**src/rtl/capture_ctrl_pkg.sv**
```systemverilog
// capture_ctrl_pkg: shared state encoding and default parameters for the capture controller
package capture_ctrl_pkg;

    // State encoding of the shadow-compare/restore controller
    typedef enum logic [1:0] {
        ST_IDLE,
        ST_MONITOR,
        ST_RESTORE,
        ST_DRAIN
    } state_t;

    localparam int STATE_W            = 2;
    localparam int DEF_WIDTH          = 32;
    localparam int DEF_ERR_CNT_W      = 16;
    localparam int DEF_RECOVER_CYCLES = 2;

endpackage

```
**src/rtl/capture_err_cnt.sv**
```systemverilog
// capture_err_cnt: saturating error counter with sync clear; increment wins over clear
// Ports:
//   clk  - clock
//   rst  - synchronous active-high reset
//   clr  - clear to zero (loads 1 when coinciding with inc)
//   inc  - count one event, holding at all-ones
//   cnt  - current count
module capture_err_cnt #(
    parameter int W = 16
) (
    input  logic         clk,
    input  logic         rst,
    input  logic         clr,
    input  logic         inc,
    output logic [W-1:0] cnt
);

    always_ff @(posedge clk) begin
        if (rst)
            cnt <= '0;
        else if (inc)
            cnt <= clr ? W'(1) : (&cnt ? cnt : cnt + W'(1));
        else if (clr)
            cnt <= '0;
    end

endmodule

```
**src/rtl/capture_ctrl.sv**
```systemverilog
// capture_ctrl: main/shadow flop compare, stall and one-cycle shadow restore on mismatch
// Ports:
//   CK           - clock
//   RST          - synchronous active-high reset
//   EN           - monitoring enable
//   VALID        - monitored stage holds valid data
//   Q_MAIN       - main flop outputs
//   Q_SHADOW     - shadow flop outputs
//   ERR_CLR      - clears ERR_FLAG / ERR_COUNT (and ERR_MASK)
//   STALL        - pipeline stall request
//   RESTORE      - load RESTORE_DATA into main flops this cycle
//   RESTORE_DATA - shadow value captured at the last error
//   ERR_FLAG     - sticky error flag
//   ERR_COUNT    - saturating error count
//   ERR_MASK     - differing bits of the first error (only with CAPTURE_ERR_LOG_EN)
// Optional feature macro: CAPTURE_ERR_LOG_EN
module capture_ctrl
    import capture_ctrl_pkg::*;
#(
    parameter int WIDTH          = DEF_WIDTH,
    parameter int ERR_CNT_W      = DEF_ERR_CNT_W,
    parameter int RECOVER_CYCLES = DEF_RECOVER_CYCLES
) (
    input  logic                 CK,
    input  logic                 RST,
    input  logic                 EN,
    input  logic                 VALID,
    input  logic [WIDTH-1:0]     Q_MAIN,
    input  logic [WIDTH-1:0]     Q_SHADOW,
    input  logic                 ERR_CLR,
    output logic                 STALL,
    output logic                 RESTORE,
    output logic [WIDTH-1:0]     RESTORE_DATA,
    output logic                 ERR_FLAG,
    output logic [ERR_CNT_W-1:0] ERR_COUNT
`ifdef CAPTURE_ERR_LOG_EN
    ,
    output logic [WIDTH-1:0]     ERR_MASK
`endif
);

    // Drain counter holds the remaining DRAIN cycles minus one
    localparam int CW = RECOVER_CYCLES > 2 ? $clog2(RECOVER_CYCLES) : 1;

    state_t        state, state_nxt;
    logic [CW-1:0] drain_cnt, drain_nxt;
    logic          err;

    // Compare is only live in MONITOR; mismatches during recovery are ignored
    assign err = (state == ST_MONITOR) && VALID && (Q_MAIN != Q_SHADOW);

    always_comb begin
        state_nxt = state;
        drain_nxt = drain_cnt;
        case (state)
            ST_IDLE:    state_nxt = EN ? ST_MONITOR : ST_IDLE;
            ST_MONITOR: state_nxt = err ? ST_RESTORE : (EN ? ST_MONITOR : ST_IDLE);
            ST_RESTORE: begin
                if (RECOVER_CYCLES == 1) begin
                    state_nxt = EN ? ST_MONITOR : ST_IDLE;
                end else begin
                    state_nxt = ST_DRAIN;
                    drain_nxt = CW'(RECOVER_CYCLES - 2);
                end
            end
            ST_DRAIN: begin
                if (drain_cnt == '0)
                    state_nxt = EN ? ST_MONITOR : ST_IDLE;
                else
                    drain_nxt = drain_cnt - 1'b1;
            end
            default:    state_nxt = ST_IDLE;
        endcase
    end

    // Outputs are decoded from the next state so they are true flop outputs
    always_ff @(posedge CK) begin
        if (RST) begin
            state        <= ST_IDLE;
            drain_cnt    <= '0;
            STALL        <= 1'b0;
            RESTORE      <= 1'b0;
            RESTORE_DATA <= '0;
            ERR_FLAG     <= 1'b0;
        end else begin
            state        <= state_nxt;
            drain_cnt    <= drain_nxt;
            STALL        <= (state_nxt == ST_RESTORE) || (state_nxt == ST_DRAIN);
            RESTORE      <= state_nxt == ST_RESTORE;
            if (err)
                RESTORE_DATA <= Q_SHADOW;
            ERR_FLAG     <= err | (ERR_FLAG & ~ERR_CLR);
        end
    end

`ifdef CAPTURE_ERR_LOG_EN
    // Captures only the first error; a clear in the same cycle re-arms it first
    always_ff @(posedge CK) begin
        if (RST)
            ERR_MASK <= '0;
        else if (err && (!ERR_FLAG || ERR_CLR))
            ERR_MASK <= Q_MAIN ^ Q_SHADOW;
        else if (ERR_CLR)
            ERR_MASK <= '0;
    end
`endif

    capture_err_cnt #(.W(ERR_CNT_W)) u_err_cnt (
        .clk (CK),
        .rst (RST),
        .clr (ERR_CLR),
        .inc (err),
        .cnt (ERR_COUNT)
    );

endmodule

```
**config.mk**
```make
export PLATFORM = sky130hd
export DESIGN_NAME = capture_ctrl
export DESIGN_NICKNAME = d
export VERILOG_FILES = /design/src/rtl/capture_ctrl_pkg.sv /design/src/rtl/capture_err_cnt.sv /design/src/rtl/capture_ctrl.sv
export SDC_FILE = /design/constraint.sdc
export NUM_CORES = 1
export LEC_CHECK = 0
export CELL_PAD_IN_SITES_DETAIL_PLACEMENT = 1
export CELL_PAD_IN_SITES_GLOBAL_PLACEMENT = 2
export CORE_MARGIN = 4
export CORE_UTILIZATION = 23
export DETAILED_ROUTE_END_ITERATION = 6
export PLACE_DENSITY = 0.86
export SYNTH_ARGS = -nofsm -noshare
export SYNTH_HDL_FRONTEND = slang
export SYNTH_SLANG_ARGS = --single-unit
```
**constraint.sdc**
```tcl
create_clock -name CK -period 3.25 [get_ports CK]
set_input_delay 0.975 -clock CK [delete_from_list [all_inputs] [get_ports CK]]
set_output_delay 0.975 -clock CK [all_outputs]
set_load 0.01 [all_outputs]
```
==> summary.txt <==
Met2 wire len -> 4020 um
Vias -> 2540
CTS buffer count -> 5
Number of global-route vias before repair -> 2625
Final setup vio count -> 0
Synth top area cells -> dfxtp_1 (43%), nand2_1 (12%), xor2_1 (12%)
Wire per inst -> 15.4 um
Most common cell in the synthesized netlist -> nand2_1
Avg Inst Size Synth -> 8.16 um^2
PortBufs -> 119
Final GP Congestion -> 0.801
Cells after Synth -> 296
Asr flop ratio synth -> 0%
First-pass GRT wire length -> 13600 um
Post-CTS Setup Bufs -> 0
Slew Limit Fails -> 0
IO Pins -> 120
Setup crit start -> Q_SHADOW[23]
Clk buf depth -> 2
RSZ-0062 raised after global routing -> false
Final WL -> 8470 um
Worst Setup End Kind -> register
Gr usage total -> 13.6%
CTS tree -> built
# H-tree levels -> 2
Layout cells sized above 1 -> 5.33%
Cell area after synthesis -> 2410 um^2
CP max FO -> 32
Post-route ant nets -> 0
Fmax -> 0.342 GHz
Routed metal-1 wire length -> 3530 um
First-pass DRT Iterations -> 4
Hold Vio Cnt, Final -> 0
Max-capacitance violation count -> 0
Detailed-placement wirelength estimate -> 6830 um
Arrival time worst endpoint -> 3.13 ns
Post-CTS Hold Fix Bufs -> 0
Die H -> 110 um
Pleak -> 1.29 nW
DRC violation count after routing -> 0
Worst r2r src -> u_err_cnt.cnt[0]
DRT iter0 DRCs -> 46
Clock skew -> 0.0105 ns
Worst skew pair latency -> 0.31 ns
Starting Density -> 23.5%
Flops & latches, synth -> 52
Distinct cells, synth -> 35
Seq/Total Area, Yosys -> 43.1%
Maximum VDD drop -> 134 uV
Setup_tns -> 0 ns
Critical Path RT -> 3.45 ns
Synth area leader -> dfxtp_1
Hold Path Class -> reg2reg
Clock Sinks -> 52
Post-layout min period -> 2.92 ns
Warnings from Yosys -> 0
Most used flip-flop cell after synthesis -> dfxtp_1
Pre-CTS setup slack -> 0.00327 ns
Post-synth EDFFs -> 0
Synth-to-layout area growth -> 59.7%
Least-Margin Pin Slew -> 0.548 ns
Final worst-path cycle share -> 90.0%
Worst path cell trace -> clkdlybuf4s50_1, xor2_1, nor4_1, nand4_1, o21ai_4, buf_12, nor2_1, o221a_2
Die W -> 110 um
Crit Path Class -> in2reg
Largest net degree at the start of global routing -> 33
Root Driver -> clkbuf_8
Fill cells -> 1228
Slack of the critical path -> 0.326 ns
Max incr delay on CP -> 0.45 ns
Layout net count -> 483
Synth cell count leaders -> nand2_1 (75), dfxtp_1 (52), a21oi_1 (47), xor2_1 (32)
Routed vias/inst -> 4.63
Routed wl met3 -> 849 um
Global route total overflow -> 0
Initial antenna violation count -> 0
Core Box Area -> 10300 um^2
Crit start category -> input port
PD cells -> 329 nW/um^2
Post_cts resized -> 0
Top routing layer in use -> met4
Rel. slew slack -> 63.2%
Clock Pin Slew Worst Setup and Hold Paths -> 0.10 ns
Result of the run -> finished, final reports clean
Hold Crit Start -> RESTORE_DATA[24]
Ant diodes -> 0
Full die area -> 12200 um^2
Slowest CP cell -> clkdlybuf4s50_1
Synth top area share -> 43.1%
Row Count -> 37
Syn nets -> 366
==> registers in the layout (all words and copies together), names as in the netlist <==
register	cells
RESTORE_DATA	32
u_err_cnt.cnt	16
ERR_FLAG	1
RESTORE	1
STALL	1
state	1
==> through the flow <==
stage / utilization (%) / instance area [um^2] / hold slack (ns) / total power, mW / std cells
finish: 37.5 / 3860 / 0.460 / 1.27 / 549
global route: 37.5 / 3860 / 0.483 / 1.34 / 549
CTS: 37.5 / 3860 / 0.465 / 1.29 / 549
detailed placement: 36.7 / 3780 / 0.450 / 0.923 / 542
global placement: 36.7 / 3780 / 0.441 / 0.919 / 542
floorplan: - / 2410 / 0.481 / 0.761 / 296
==> critical path: cells and delay by family <==
family | cells | cell delay (ns)
and+or+nand+nor | 3 | 0.80
AOI/OAI and AO/OA | 2 | 0.51
xor gates and xnor gates | 1 | 0.18
buffers and inverters | 2 | 0.66
==> layout by cell type (no fill, tap or decap), drive strengths merged, types with 2 or more instances in the layout <==
| cell | n |
|---|---|
| or4 | 7 |
| o31ai | 7 |
| nand4 | 4 |
| clkdlybuf4s50 | 119 |
| a21oi | 47 |
| nand2b | 2 |
| o21ai | 8 |
| or3 | 8 |
| nor4 | 9 |
| dfxtp | 52 |
| xor2 | 32 |
| and3 | 3 |
| nand2 | 76 |
| nor2 | 6 |
| clkbuf | 5 |
| nand3 | 5 |
| buf | 7 |
==> power breakdown <==
group | switching [mW] | leakage (nW) | internal, mW | total (mW)
logic | 0.103 | 0.828 | 0.139 | 0.241
registers | 0.00945 | 0.421 | 0.654 | 0.664
clock network | 0.219 | 0.0400 | 0.147 | 0.365
total | 0.331 | 1.29 | 0.940 | 1.27
==> path summary, 6_finish.rpt <==
check | end | depth (start not counted) | slack [ns]
worst min register to register | RESTORE_DATA[24] | 2 | 0.46
worst max register to register | u_err_cnt.cnt[5] | 7 | 1.24
worst min-delay path | RESTORE_DATA[24] | 2 | 0.46
worst max-delay path | u_err_cnt.cnt[10] | 8 | 0.33
==> final cells by class <==
class                   count  area, um^2  share of cell area, %
inverters                   1        3.75                 0.0973
repair buffers            126        1270                   32.9
well taps                 136         170                   4.41
flip-flops and latches     52        1040                   27.0
clock buffers               5        68.8                   1.78
multi-input cells         227        1290                   33.5
clock inverters             2        12.5                  0.324
==> routing by layer <==
layer	global-route usage (%)	up-vias
met2	22.9	89
met3	5.92	4
li1	-	1253
met4	3.20	0
met5	0	-
met1	15.9	1194
==> cell families (layout without fill, tap and decap cells) <==
kind of cell	Yosys count	after routing	share of synthesized area, %
mux	1	1	0.415
compound gates	68	68	16.0
simple gates	125	125	24.7
buf+inv	17	134	3.68
flops	52	52	43.1
fa+ha+maj	1	1	0.518
xor+xnor	32	32	11.6
(Power assumes the default switching activity.)
